<file path="src/rtl/fifo_stream_loop_pkg.sv">
// Shared types, default parameters and the per-element step function for
// the fifo_stream_loop kernel.
package fifo_stream_loop_pkg;

  typedef enum logic [1:0] {
    READ  = 2'd0,
    WRITE = 2'd1,
    DONE  = 2'd2
  } state_e;

  localparam int unsigned DEF_WIDTH     = 32;
  localparam int unsigned DEF_N_ITER    = 3;
  localparam int unsigned DEF_ADD_CONST = 2;

  // (add_c + v) + v, wrapping at DEF_WIDTH bits
  function automatic logic [DEF_WIDTH-1:0] step_f(input logic [DEF_WIDTH-1:0] v,
                                                  input int unsigned add_c);
    return (DEF_WIDTH'(add_c) + v) + v;
  endfunction

endpackage

</file>
<file path="src/rtl/fifo_stream_loop_if.sv">
// Pop-side and push-side FIFO handshake bundle. The master modport is the
// kernel; the slave modport is the FIFO pair around it.
interface fifo_stream_loop_if
  import fifo_stream_loop_pkg::*;
#(
  parameter int unsigned WIDTH = DEF_WIDTH
);
  logic [WIDTH-1:0] arg_0_out_data;
  logic             arg_0_read_valid;
  logic             arg_0_read_ready;
  logic [WIDTH-1:0] fifo_1_in_data;
  logic             fifo_1_write_valid;
  logic             fifo_1_write_ready;

  modport master (
    input  arg_0_out_data, arg_0_read_ready, fifo_1_write_ready,
    output arg_0_read_valid, fifo_1_in_data, fifo_1_write_valid
  );

  modport slave (
    output arg_0_out_data, arg_0_read_ready, fifo_1_write_ready,
    input  arg_0_read_valid, fifo_1_in_data, fifo_1_write_valid
  );
endinterface

</file>
<file path="src/rtl/fifo_stream_loop_step.sv">
// Combinational per-element datapath: res = (ADD_CONST + v) + v, unsigned,
// wrapping at WIDTH bits.
module fifo_stream_loop_step
  import fifo_stream_loop_pkg::*;
#(
  parameter int unsigned WIDTH     = DEF_WIDTH,
  parameter int unsigned ADD_CONST = DEF_ADD_CONST
) (
  input  logic [WIDTH-1:0] v,
  output logic [WIDTH-1:0] res
);

  // Shared package function covers the default width; other widths inline it.
  if (WIDTH == DEF_WIDTH) begin : g_pkg
    assign res = step_f(v, ADD_CONST);
  end else begin : g_inline
    assign res = (WIDTH'(ADD_CONST) + v) + v;
  end

endmodule

</file>
<file path="src/rtl/fifo_stream_loop.sv">
// Fixed-trip-count streaming loop body: pops N_ITER words from a show-ahead
// input FIFO, pushes (ADD_CONST + v) + v for each, then raises a sticky valid.
// Optional debug ports (dbg_iter, dbg_stall) under FIFO_STREAM_LOOP_DBG_EN.
//
//   state | meaning
//   READ  | waiting for / popping the next input word
//   WRITE | holding the result on the push side until accepted
//   DONE  | all iterations pushed; valid held until reset
module fifo_stream_loop
  import fifo_stream_loop_pkg::*;
#(
  parameter int unsigned WIDTH     = DEF_WIDTH,
  parameter int unsigned N_ITER    = DEF_N_ITER,
  parameter int unsigned ADD_CONST = DEF_ADD_CONST
) (
  input  logic clk,
  input  logic rst,
  output logic valid,
`ifdef FIFO_STREAM_LOOP_DBG_EN
  output logic [$clog2(N_ITER):0] dbg_iter,
  output logic                    dbg_stall,
`endif
  fifo_stream_loop_if.master io
);

  localparam int unsigned CW = $clog2(N_ITER) + 1;

  localparam logic [1:0] ST_READ  = READ;
  localparam logic [1:0] ST_WRITE = WRITE;
  localparam logic [1:0] ST_DONE  = DONE;

  logic [1:0]       state_q, state_d;
  logic [CW-1:0]    cnt_q, cnt_d;
  logic [WIDTH-1:0] r_q, r_d;
  logic [WIDTH-1:0] step_res;

  fifo_stream_loop_step #(
    .WIDTH     (WIDTH),
    .ADD_CONST (ADD_CONST)
  ) u_step (
    .v   (io.arg_0_out_data),
    .res (step_res)
  );

  // Next-state, iteration count and result register
  always_comb begin
    state_d = state_q;
    cnt_d   = cnt_q;
    r_d     = r_q;
    case (state_q)
      ST_READ: begin
        if (io.arg_0_read_ready) begin
          r_d     = step_res;
          state_d = ST_WRITE;
        end
      end
      ST_WRITE: begin
        if (io.fifo_1_write_ready) begin
          if (cnt_q == CW'(N_ITER - 1)) begin
            state_d = ST_DONE;
          end else begin
            cnt_d   = cnt_q + CW'(1);
            state_d = ST_READ;
          end
        end
      end
      ST_DONE: begin
        state_d = ST_DONE;
      end
      default: begin
        state_d = ST_READ;
      end
    endcase
  end

  // State registers with synchronous active-low reset
  always_ff @(posedge clk) begin
    if (!rst) begin
      state_q <= ST_READ;
      cnt_q   <= '0;
      r_q     <= '0;
    end else begin
      state_q <= state_d;
      cnt_q   <= cnt_d;
      r_q     <= r_d;
    end
  end

  // Strobes decode straight from the registered state, so push data and
  // push valid are stable for the whole WRITE residency.
  assign io.arg_0_read_valid   = (state_q == ST_READ) && io.arg_0_read_ready;
  assign io.fifo_1_write_valid = (state_q == ST_WRITE);
  assign io.fifo_1_in_data     = r_q;
  assign valid                 = (state_q == ST_DONE);

`ifdef FIFO_STREAM_LOOP_DBG_EN
  // The counter stops at N_ITER-1 on the final push, so DONE adds that one.
  assign dbg_iter  = cnt_q + CW'(state_q == ST_DONE);
  assign dbg_stall = rst && (((state_q == ST_READ)  && !io.arg_0_read_ready) ||
                             ((state_q == ST_WRITE) && !io.fifo_1_write_ready));
`endif

endmodule

</file>
<file path="src/flat_wrapper.sv">
// flat-port wrapper written by rule: the top's interface ports become plain ports
module fifo_stream_loop_flat import fifo_stream_loop_pkg::*;
#(
  parameter int unsigned WIDTH     = DEF_WIDTH,
  parameter int unsigned N_ITER    = DEF_N_ITER,
  parameter int unsigned ADD_CONST = DEF_ADD_CONST
)
  (clk, rst, valid, io_arg_0_out_data, io_arg_0_read_ready, io_fifo_1_write_ready, io_arg_0_read_valid, io_fifo_1_in_data, io_fifo_1_write_valid);
  fifo_stream_loop_if #(.WIDTH(WIDTH)) io_i ();
  input  logic clk;
  input  logic rst;
  output logic valid;
  input wire logic [$bits(io_i.arg_0_out_data)-1:0] io_arg_0_out_data;
  input wire logic [$bits(io_i.arg_0_read_ready)-1:0] io_arg_0_read_ready;
  input wire logic [$bits(io_i.fifo_1_write_ready)-1:0] io_fifo_1_write_ready;
  output wire logic [$bits(io_i.arg_0_read_valid)-1:0] io_arg_0_read_valid;
  output wire logic [$bits(io_i.fifo_1_in_data)-1:0] io_fifo_1_in_data;
  output wire logic [$bits(io_i.fifo_1_write_valid)-1:0] io_fifo_1_write_valid;
  assign io_i.arg_0_out_data = io_arg_0_out_data;
  assign io_i.arg_0_read_ready = io_arg_0_read_ready;
  assign io_i.fifo_1_write_ready = io_fifo_1_write_ready;
  assign io_arg_0_read_valid = io_i.arg_0_read_valid;
  assign io_fifo_1_in_data = io_i.fifo_1_in_data;
  assign io_fifo_1_write_valid = io_i.fifo_1_write_valid;
  fifo_stream_loop #(.WIDTH(WIDTH), .N_ITER(N_ITER), .ADD_CONST(ADD_CONST)) u_core (.clk(clk), .rst(rst), .valid(valid), .io(io_i));
endmodule
</file>
<file path="config.mk">
export PLATFORM = sky130hd
export DESIGN_NAME = fifo_stream_loop_flat
export DESIGN_NICKNAME = d
export VERILOG_FILES = /design/src/rtl/fifo_stream_loop_pkg.sv /design/src/rtl/fifo_stream_loop_if.sv /design/src/rtl/fifo_stream_loop_step.sv /design/src/rtl/fifo_stream_loop.sv /design/src/flat_wrapper.sv
export SDC_FILE = /design/constraint.sdc
export NUM_CORES = 1
export LEC_CHECK = 0
export BUFFER_PORTS_ARGS = -buffer_cell sky130_fd_sc_hd__buf_2
export CAP_MARGIN = 15
export CELL_PAD_IN_SITES_DETAIL_PLACEMENT = 1
export CELL_PAD_IN_SITES_GLOBAL_PLACEMENT = 1
export CORE_ASPECT_RATIO = 0.5
export CORE_UTILIZATION = 27
export CTS_CLUSTER_DIAMETER = 30
export DETAILED_ROUTE_END_ITERATION = 8
export PLACE_DENSITY = 0.72
export SYNTH_ARGS = -nofsm -noshare
export SYNTH_HDL_FRONTEND = slang
export SYNTH_SLANG_ARGS = --single-unit
</file>
<file path="constraint.sdc">
create_clock -name clk -period 1.8 [get_ports clk]
set_input_delay 0.36 -clock clk [delete_from_list [all_inputs] [get_ports clk]]
set_output_delay 0.36 -clock clk [all_outputs]
set_load 0.005 [all_outputs]
</file>
Yosys cells after proc, flatten, opt, wreduce, memory -nomap -nowiden
Cells that the tools add are included.
W data, S select, Z words.

cells by class
  add/sub/neg operators = 3
  muxes and demuxes = 4
  reduce and logical (&&, ||, !) cells = 5
  div/mod/pow operators = 0
  equality and inequality tests = 5
  $mul = 0
  bitwise gates (word level) = 1
  shifts and indexed selects = 0
  order comparisons = 0

operators by type and width
  cell                     number
  $add A2 B32 Y32 const A  1
  $add A32 B32 Y32         1
  $mux W2                  3
  $pmux W2 S3              1
  $ne A2 B2 Y1 const B     2
  $reduce_and A2 Y1        2
  $add A3 B1 Y3 const B    1
  $eq A3 B2 Y1 const B     1
  $reduce_and A3 Y1        1
  $eq A2 B1 Y1 const B     1
  $eq A2 B2 Y1 const B     1
  $logic_not A2 Y1         1
  $logic_and A1 B1 Y1      1
  $not A1 Y1               1

storage, ports and cells
  bits in registers = 37
  bits of input ports = 36
  bits in writable memories = 0
  memory bits (read-only) = 0
  latch bits = 0
  logic and storage cells = 21
  memories = 0
  output and inout port bits = 35

Longest topological paths before layout
Gate-level depths: netlist of the first run.

  depth after elaboration = 4
  mapped depth = 7
  gate-level depth less buffers = 7

Modules after synthesis
From an unflattened synthesis of the first run, not the netlist that was laid out.

second synthesis, totals
  cell total of the unflattened synthesis = 252
  area total of the unflattened synthesis = 2219.6 um2

by module, submodules not included
  module                 area each (um2)  cells each  times used  sequential area each (um2)
  fifo_stream_loop       1567.8           167         1           740.7
  fifo_stream_loop_step  651.9            85          1           0.0

Worst setup path after synthesis of the first run
OpenSTA, ideal clock, no wires.

  kind = input to register
  from = in io_arg_0_out_data[0]
  to = reg u_core.r_q[31], in the netlist u_core.io.fifo_1_in_data[31]
  stages on the path = 6
  library setup time = 0.074 ns
  arrival time = 1.423 ns
  path slack = 0.302 ns
  path buffers = 0
  required time = 1.726 ns
  cell sequence = ha_1 nand2_1 nor2_2 nand3_1 or3_1 a31oi_1

between the ends
  longest elaborated chain between the ends = 2

ends and longest elaborated chain
  what                  line                        RTL
  from (decl)           flat_wrapper.sv:13          input wire logic [$bits(io_i.arg_0_out_data)-1:0] io_arg_0_out_data;
  $add A2 B32 Y32       fifo_stream_loop_pkg.sv:18  return (DEF_WIDTH'(add_c) + v) + v;
  $add A32 B32 Y32 *    fifo_stream_loop_pkg.sv:18
  to (signal assigned)  fifo_stream_loop.sv:85      r_q <= r_d;
  to (decl)             fifo_stream_loop.sv:34      logic [WIDTH-1:0] r_q, r_d;

Every way passes the cells marked *; elsewhere a longest branch is shown, timed or not.
A chain may end at the register's enable or synchronous reset.

Worst setup path after layout of the first run
  from = reg u_core.state_q[1]
  to = out io_arg_0_read_valid

between the ends
  longest elaborated chain between the ends = 2

ends and longest elaborated chain
  what                    line                    RTL
  from (decl)             fifo_stream_loop.sv:32  logic [1:0] state_q, state_d;
  from (signal assigned)  fifo_stream_loop.sv:83  state_q <= state_d;
  $logic_not A2 Y1        fifo_stream_loop.sv:91  assign io.arg_0_read_valid = (state_q == ST_READ) && io.arg_0_read_ready;
  $logic_and A1 B1 Y1     fifo_stream_loop.sv:91
  to (decl)               flat_wrapper.sv:16      output wire logic [$bits(io_i.arg_0_read_valid)-1:0] io_arg_0_read_valid;

Every way passes these cells.

==> results.json, run 1 <==
{
  "hold_path_startpoint": "io_arg_0_out_data[30]",
  "clock_latency_ns": 0.27,
  "io_buffers": 68,
  "grt_usage_pct": 15.0,
  "yosysUniqueCellTypes": 32,
  "routed_wl_um": 5230,
  "arrival_ns": 1.22,
  "startpoint": "u_core.state_q[1]",
  "die_area_um2": 7190,
  "synth_edf_count": 0,
  "firstDrtPassIters": 4,
  "setup_tns_ns": 0,
  "min_period_ns": 1.58,
  "sw_frac_of_total_pct": 24.7,
  "rsz0062_at_grt": "false",
  "vias": 1817,
  "fp-row-count": 20,
  "skew_ns": 0.00510,
  "critPathRequiredTime_ns": 1.44,
  "cts_max_level": 2,
  "post_cts_resized": 0,
  "fin_util_pct": 39.2,
  "maxCapViolations": 0,
  "fp.dieH_um": 60.4,
  "rr_worst_depth": 5,
  "ys_warn_count": 0,
  "start_util_pct": 29.1,
  "finalCritPeriodShare_pct": 87.6,
  "grt_pass1_vias": 1822,
  "clk_pin_slew_worst_paths_ns": 0.05,
  "antenna_found_initial": 0,
  "seq_area_frac_synth_pct": 39.1,
  "area_delta_synth_final_pct": 34.5,
  "grt_pass1_wl_um": 8490,
  "synth_top_area_share_pct": 39.1,
  "path_cells": "nor3b_4 -> buf_12 -> buf_2",
  "seqPwrFrac_pct": 42.4,
  "ys.flop_type": "dfxtp_1",
  "hold_viol": 0,
  "regToRegSetupSlack_ns": 0.36,
  "tightest_slew_ns": 0.591,
  "syn_avg_cell_area_um2": 8.58,
  "worst_path_max_delay_cell": "dfxtp_1",
  "n_antenna_cell": 0,
  "stdcell_area_um2": 2480,
  "cp-endpoint": "io_arg_0_read_valid",
  "async_flop_share_pct": 0,
  "power-per-cell-area_nw_per_um2": 850,
  "crit_buf_inv": 2,
  "min_path_type": "in2reg",
  "power.clock.fraction_pct": 42.3,
  "path_max_fanout": 38,
  "cts_root_buf": "clkbuf_16",
  "ir_drop_v": 0.000370,
  "cts.sinks": 36,
  "finalSetupViolations": 0,
  "r2r-end": "u_core.io.fifo_1_in_data[31]",
  "viasPerCell": 4.85,
  "crit_family": "buffers and inverters",
  "p_int_mw": 1.59,
  "synth_commonest_cells": "dfxtp_1 (36), o21ai_0 (26), a21oi_1 (22)",
  "start_kind": "flip-flop",
  "path_depth": 3,
  "drc": 0,
  "path_class": "reg2out",
  "die_w_um": 119,
  "finalMaxSlewViolations": 0,
  "slowest_delay_ns": 0.34,
  "post_cts_buffers": 0,
  "leakagePower_nw": 1.11,
  "syn_area_um2": 1840,
  "status": "completed",
  "antenna_left": 0,
  "top_usage_layer": "met2",
  "grt_max_degree": 39,
  "timing.slew.headroom_pct": 60.6,
  "yosys.area.top_type": "dfxtp_1",
  "cts_tree": "yes",
  "synth_nets": 254,
  "numCtsBuffers": 5,
  "critPathCaptureType": "primary output",
  "fmax_mhz": 635,
  "grt_util_met3_pct": 3.67,
  "synth.most_common_cell": "dfxtp_1",
  "power_frac_comb_pct": 15.3,
  "grt-ovfl-total": 0,
  "rr_startpoint": "u_core.state_q[1]",
  "dpl_cell_area_um2": 2330,
  "ys_ff_latch": 36,
  "layout-drive-gt1-share_pct": 32.1,
  "routedWlPerCell_um": 13.9,
  "synthTopCellsByArea": "dfxtp_1 (39%), xor2_1 (9.5%), o21ai_0 (7.1%), a21oi_1 (6.0%), o211a_1 (4.3%)",
  "clockBufferDepth": 2,
  "dp_hpwl_um": 3930,
  "holdBufCountCts": 0,
  "grt_use_met2_pct": 28.8,
  "use_met1_pct": 17.4,
  "nets": 326,
  "synth_cells": 215,
  "place.gp.congestion": 0.758,
  "drt_iter0_markers": 57,
  "io_pins": 71,
  "core_um2": 6330,
  "switching_power_mw": 0.521
}
==> worst reg2reg max path, delay by kind of cell (launching register included) <==
| family | cells | cell delay, ns |
|---|---|---|
| flops | 1 | 0.34 |
| buf+inv | 2 | 0.50 |
| simple gates | 1 | 0.24 |
| compound gates | 2 | 0.29 |
==> metrics by stage <==
stage	worst slack (ns)	total power, mW	hold WS [ns]	cells
after floorplan	0.302	1.06	0.495	215
after global placement	0.113	1.22	0.475	368
after detailed placement	0.0653	1.24	0.488	368
after CTS	0.195	2.14	0.385	375
after global routing	0.156	2.21	0.398	375
final	0.224	2.11	0.388	375
==> layout make-up <==
type | count | area, um2
Sequential cell | 36 | 721
Multi-Input combinational cell | 167 | 1080
Timing Repair Buffer | 76 | 413
Tap cell | 88 | 110
Inverter | 1 | 3.75
Clock buffer | 7 | 153
Fill cell | 784 | 3850
==> per-layer routing <==
metal / wire (um) / part of all wire (%) / up-vias
li1: - / - / 917
met4: 29 / 0.56 / 0
met1: 2410 / 46 / 875
met5: 0 / 0 / -
met2: 2620 / 50 / 23
met3: 159 / 3.0 / 2
==> state kept, by name, indices dropped and copies added, names as in the netlist <==
signal	count
u_core.io.fifo_1_in_data	31
u_core.cnt_q	3
u_core.state_q	2
==> worst min path at each step <==
stage,end,slack (ns),cells after the start
after floorplan,u_core.io.fifo_1_in_data[1],0.50,1
after global placement,u_core.io.fifo_1_in_data[5],0.48,1
after detailed placement,u_core.io.fifo_1_in_data[5],0.49,1
after CTS,u_core.io.fifo_1_in_data[31],0.38,3
after global routing,u_core.io.fifo_1_in_data[31],0.40,3
final,u_core.io.fifo_1_in_data[31],0.39,3
==> logic make-up (layout without fill, tap and decap cells) <==
logic type               after synthesis  count (layout)  synth area share (%)
buffers and inverters                 12              84                  2.65
XOR/XNOR                              28              28                  13.3
multiplexers                           1               1                 0.543
flip-flops                            36              36                  39.1
AO/OA/AOI/OAI                         59              59                  18.5
AND/OR/NAND/NOR                       75              75                  23.7
other                                  1               1                 0.203
adder cells (fa/ha/maj)                3               3                  2.04
==> power by group through the flow <==
| stage | logic, mW | registers (mW) | clock network (mW) |
|---|---|---|---|
| 3_5_place_dp | 0.324 | 0.912 | 0 |
| 5_1_grt | 0.361 | 0.903 | 0.946 |
| 4_1_cts | 0.328 | 0.896 | 0.917 |
| 2_1_floorplan | 0.148 | 0.913 | 0 |
| 3_3_place_gp | 0.313 | 0.907 | 0 |
| 6_report | 0.323 | 0.895 | 0.891 |
==> cells in the final DEF (no fill, tap or decap), types with 2 or more instances in the layout <==
master / n
nor3_2: 3
nor2b_1: 4
buf_4: 7
and3_1: 4
buf_2: 68
a21oi_1: 22
o21ai_0: 26
dfxtp_1: 36
nand4_1: 11
or3_1: 3
clkbuf_16: 5
xor2_1: 20
o21a_1: 2
nor4_1: 2
clkbuf_8: 2
nand2_1: 19
ha_1: 3
nand3_1: 13
and2_1: 2
o211a_1: 8
nand4_2: 2
nor2_1: 4
and4_1: 2
xnor2_1: 8
Power figures use the tool's default switching activity.
==> run 2, diff against run 1 <==
- CORE_ASPECT_RATIO: 0.5 -> 2
- CORE_MARGIN: unset -> 2
- CTS_BUF_LIST: unset -> sky130_fd_sc_hd__clkbuf_16
==> run 2 against run 1 <==
  * Clock-buffer cell count fell by 2
  * Die area up 5.0%
  * Critical path type unchanged
  * Non-clock buffer count grew 4
  * First-iteration DRC count down 49%
  * Highest routed layer unchanged
  * Wire length increased by 3.5%
  * Combinational power barely moved
  * Critical endpoint unchanged
==> results.json, run 2 (synthesis results as in run 1) <==
{
  "critPathRequiredTime_ns": 1.44,
  "n_antenna_cell": 0,
  "die_area_um2": 7550,
  "routedWlPerCell_um": 14.2,
  "path_class": "reg2out",
  "regToRegSetupSlack_ns": 0.44,
  "stdcell_area_um2": 2520,
  "core_um2": 6620,
  "path_max_fanout": 39,
  "min_path_cells": 3,
  "antenna_left": 0,
  "power_frac_comb_pct": 14.8,
  "r2r-end": "u_core.io.fifo_1_in_data[18]",
  "status": "completed",
  "skew_ns": 0.00589,
  "fp.dieH_um": 121,
  "grt_pass1_vias": 1897,
  "fmax_mhz": 626,
  "post_cts_resized": 0,
  "die_w_um": 62.4,
  "leakagePower_nw": 1.14,
  "tightest_slew_ns": 0.578,
  "viasPerCell": 4.92,
  "timing.slew.headroom_pct": 61.5,
  "area_delta_synth_final_pct": 36.8,
  "place_ws_ns": 0.0997,
  "firstDrtPassIters": 3,
  "cts_tree": "yes",
  "stdcell_count": 380,
  "finalCritPeriodShare_pct": 88.8,
  "cts_max_level": 2,
  "finalSetupViolations": 0,
  "rr_worst_depth": 5,
  "switching_power_mw": 0.537,
  "cts_root_buf": "clkbuf_16",
  "numCtsBuffers": 5,
  "place.gp.congestion": 0.771,
  "grt-ovfl-total": 0,
  "start_kind": "flip-flop",
  "worst_slack_ns": 0.202,
  "drt_iter0_markers": 29,
  "nets": 330,
  "hold_end": "u_core.io.fifo_1_in_data[31]",
  "largest_reg_flops": 31,
  "setup_tns_ns": 0,
  "fp-row-count": 42,
  "dp_hpwl_um": 4150,
  "maxCapViolations": 0,
  "finalMaxSlewViolations": 0,
  "grt_max_degree": 40,
  "grt_pass1_wl_um": 8720,
  "power.total_mw": 2.19,
  "holdBufCountCts": 0,
  "grt_usage_pct": 14.8,
  "routed_wl_um": 5410,
  "sw_frac_of_total_pct": 24.5,
  "clock_latency_ns": 0.28,
  "hold_path_startpoint": "io_arg_0_out_data[30]",
  "p_int_mw": 1.66,
  "ir_drop_v": 0.000535,
  "min_period_ns": 1.60,
  "critPathCaptureType": "primary output",
  "power.clock.fraction_pct": 44.5,
  "dpl_cell_area_um2": 2360,
  "cts.sinks": 36,
  "placed_cells": 372,
  "rr_startpoint": "u_core.state_q[1]",
  "final_cell_mix": "buf_2 (68), dfxtp_1 (36), o21ai_0 (26)",
  "clockBufferDepth": 2,
  "post_cts_buffers": 0,
  "rsz0062_at_grt": "false",
  "hold_viol": 0,
  "clk_pin_slew_worst_paths_ns": 0.06,
  "layout-drive-gt1-share_pct": 32.9,
  "start_util_pct": 27.9,
  "drc": 0,
  "vias": 1868,
  "arrival_ns": 1.24,
  "io_buffers": 68,
  "min_path_type": "in2reg",
  "antenna_found_initial": 0,
  "power-per-cell-area_nw_per_um2": 869,
  "final_common_cell": "buf_2",
  "seqPwrFrac_pct": 40.7,
  "io_pins": 71
}
## run 2: worst max-delay path by stage
stage / start / to / slack (ns)
after floorplan: io_arg_0_out_data[0] / u_core.io.fifo_1_in_data[31] / 0.30
final: u_core.state_q[1] / io_arg_0_read_valid / 0.20
after global placement: io_arg_0_out_data[19] / u_core.io.fifo_1_in_data[31] / 0.11
after detailed placement: io_arg_0_out_data[20] / u_core.io.fifo_1_in_data[31] / 0.1
after CTS: u_core.state_q[1] / io_arg_0_read_valid / 0.18
after global routing: u_core.state_q[1] / io_arg_0_read_valid / 0.15
## run 2: stage by stage
step / utilization (%) / hold slack (ns)
after global placement: 35.6 / 0.477
after detailed placement: 35.6 / 0.485
after floorplan: - / 0.495
after CTS: 38.1 / 0.358
after global routing: 38.1 / 0.394
final: 38.1 / 0.365
## run 2: final cells by class
class                           instances  area [um2]
Clock buffer                            5         125
Inverter                                1        3.75
Clock inverter                          3        38.8
Tap cell                               88         110
Fill cell                             841        4100
Timing Repair Buffer                   80         443
Multi-Input combinational cell        167        1080
Sequential cell                        36         721
## run 2: power by group through the flow
stage,Clock [mW],Sequential [mW],Combinational [mW]
after floorplan,0,0.913,0.148
after global placement,0,0.909,0.320
after detailed placement,0,0.911,0.328
after CTS,1.01,0.895,0.331
after global routing,1.04,0.901,0.363
final,0.975,0.893,0.325
## run 2: per-layer routing
| metal | vias up | track usage [%] | share of wire, % |
|---|---|---|---|
| li1 | 921 | - | - |
| met1 | 889 | 13.8 | 35 |
| met2 | 45 | 28.1 | 57 |
| met3 | 13 | 3.53 | 4.0 |
| met4 | 0 | 9.44 | 3.9 |
| met5 | - | 0 | 0 |
## run 2: critical path: stages (launching register included)
cell,delay (ns)
dfxtp_1,0.34
nor3b_4,0.23
buf_12,0.22
buf_2,0.14
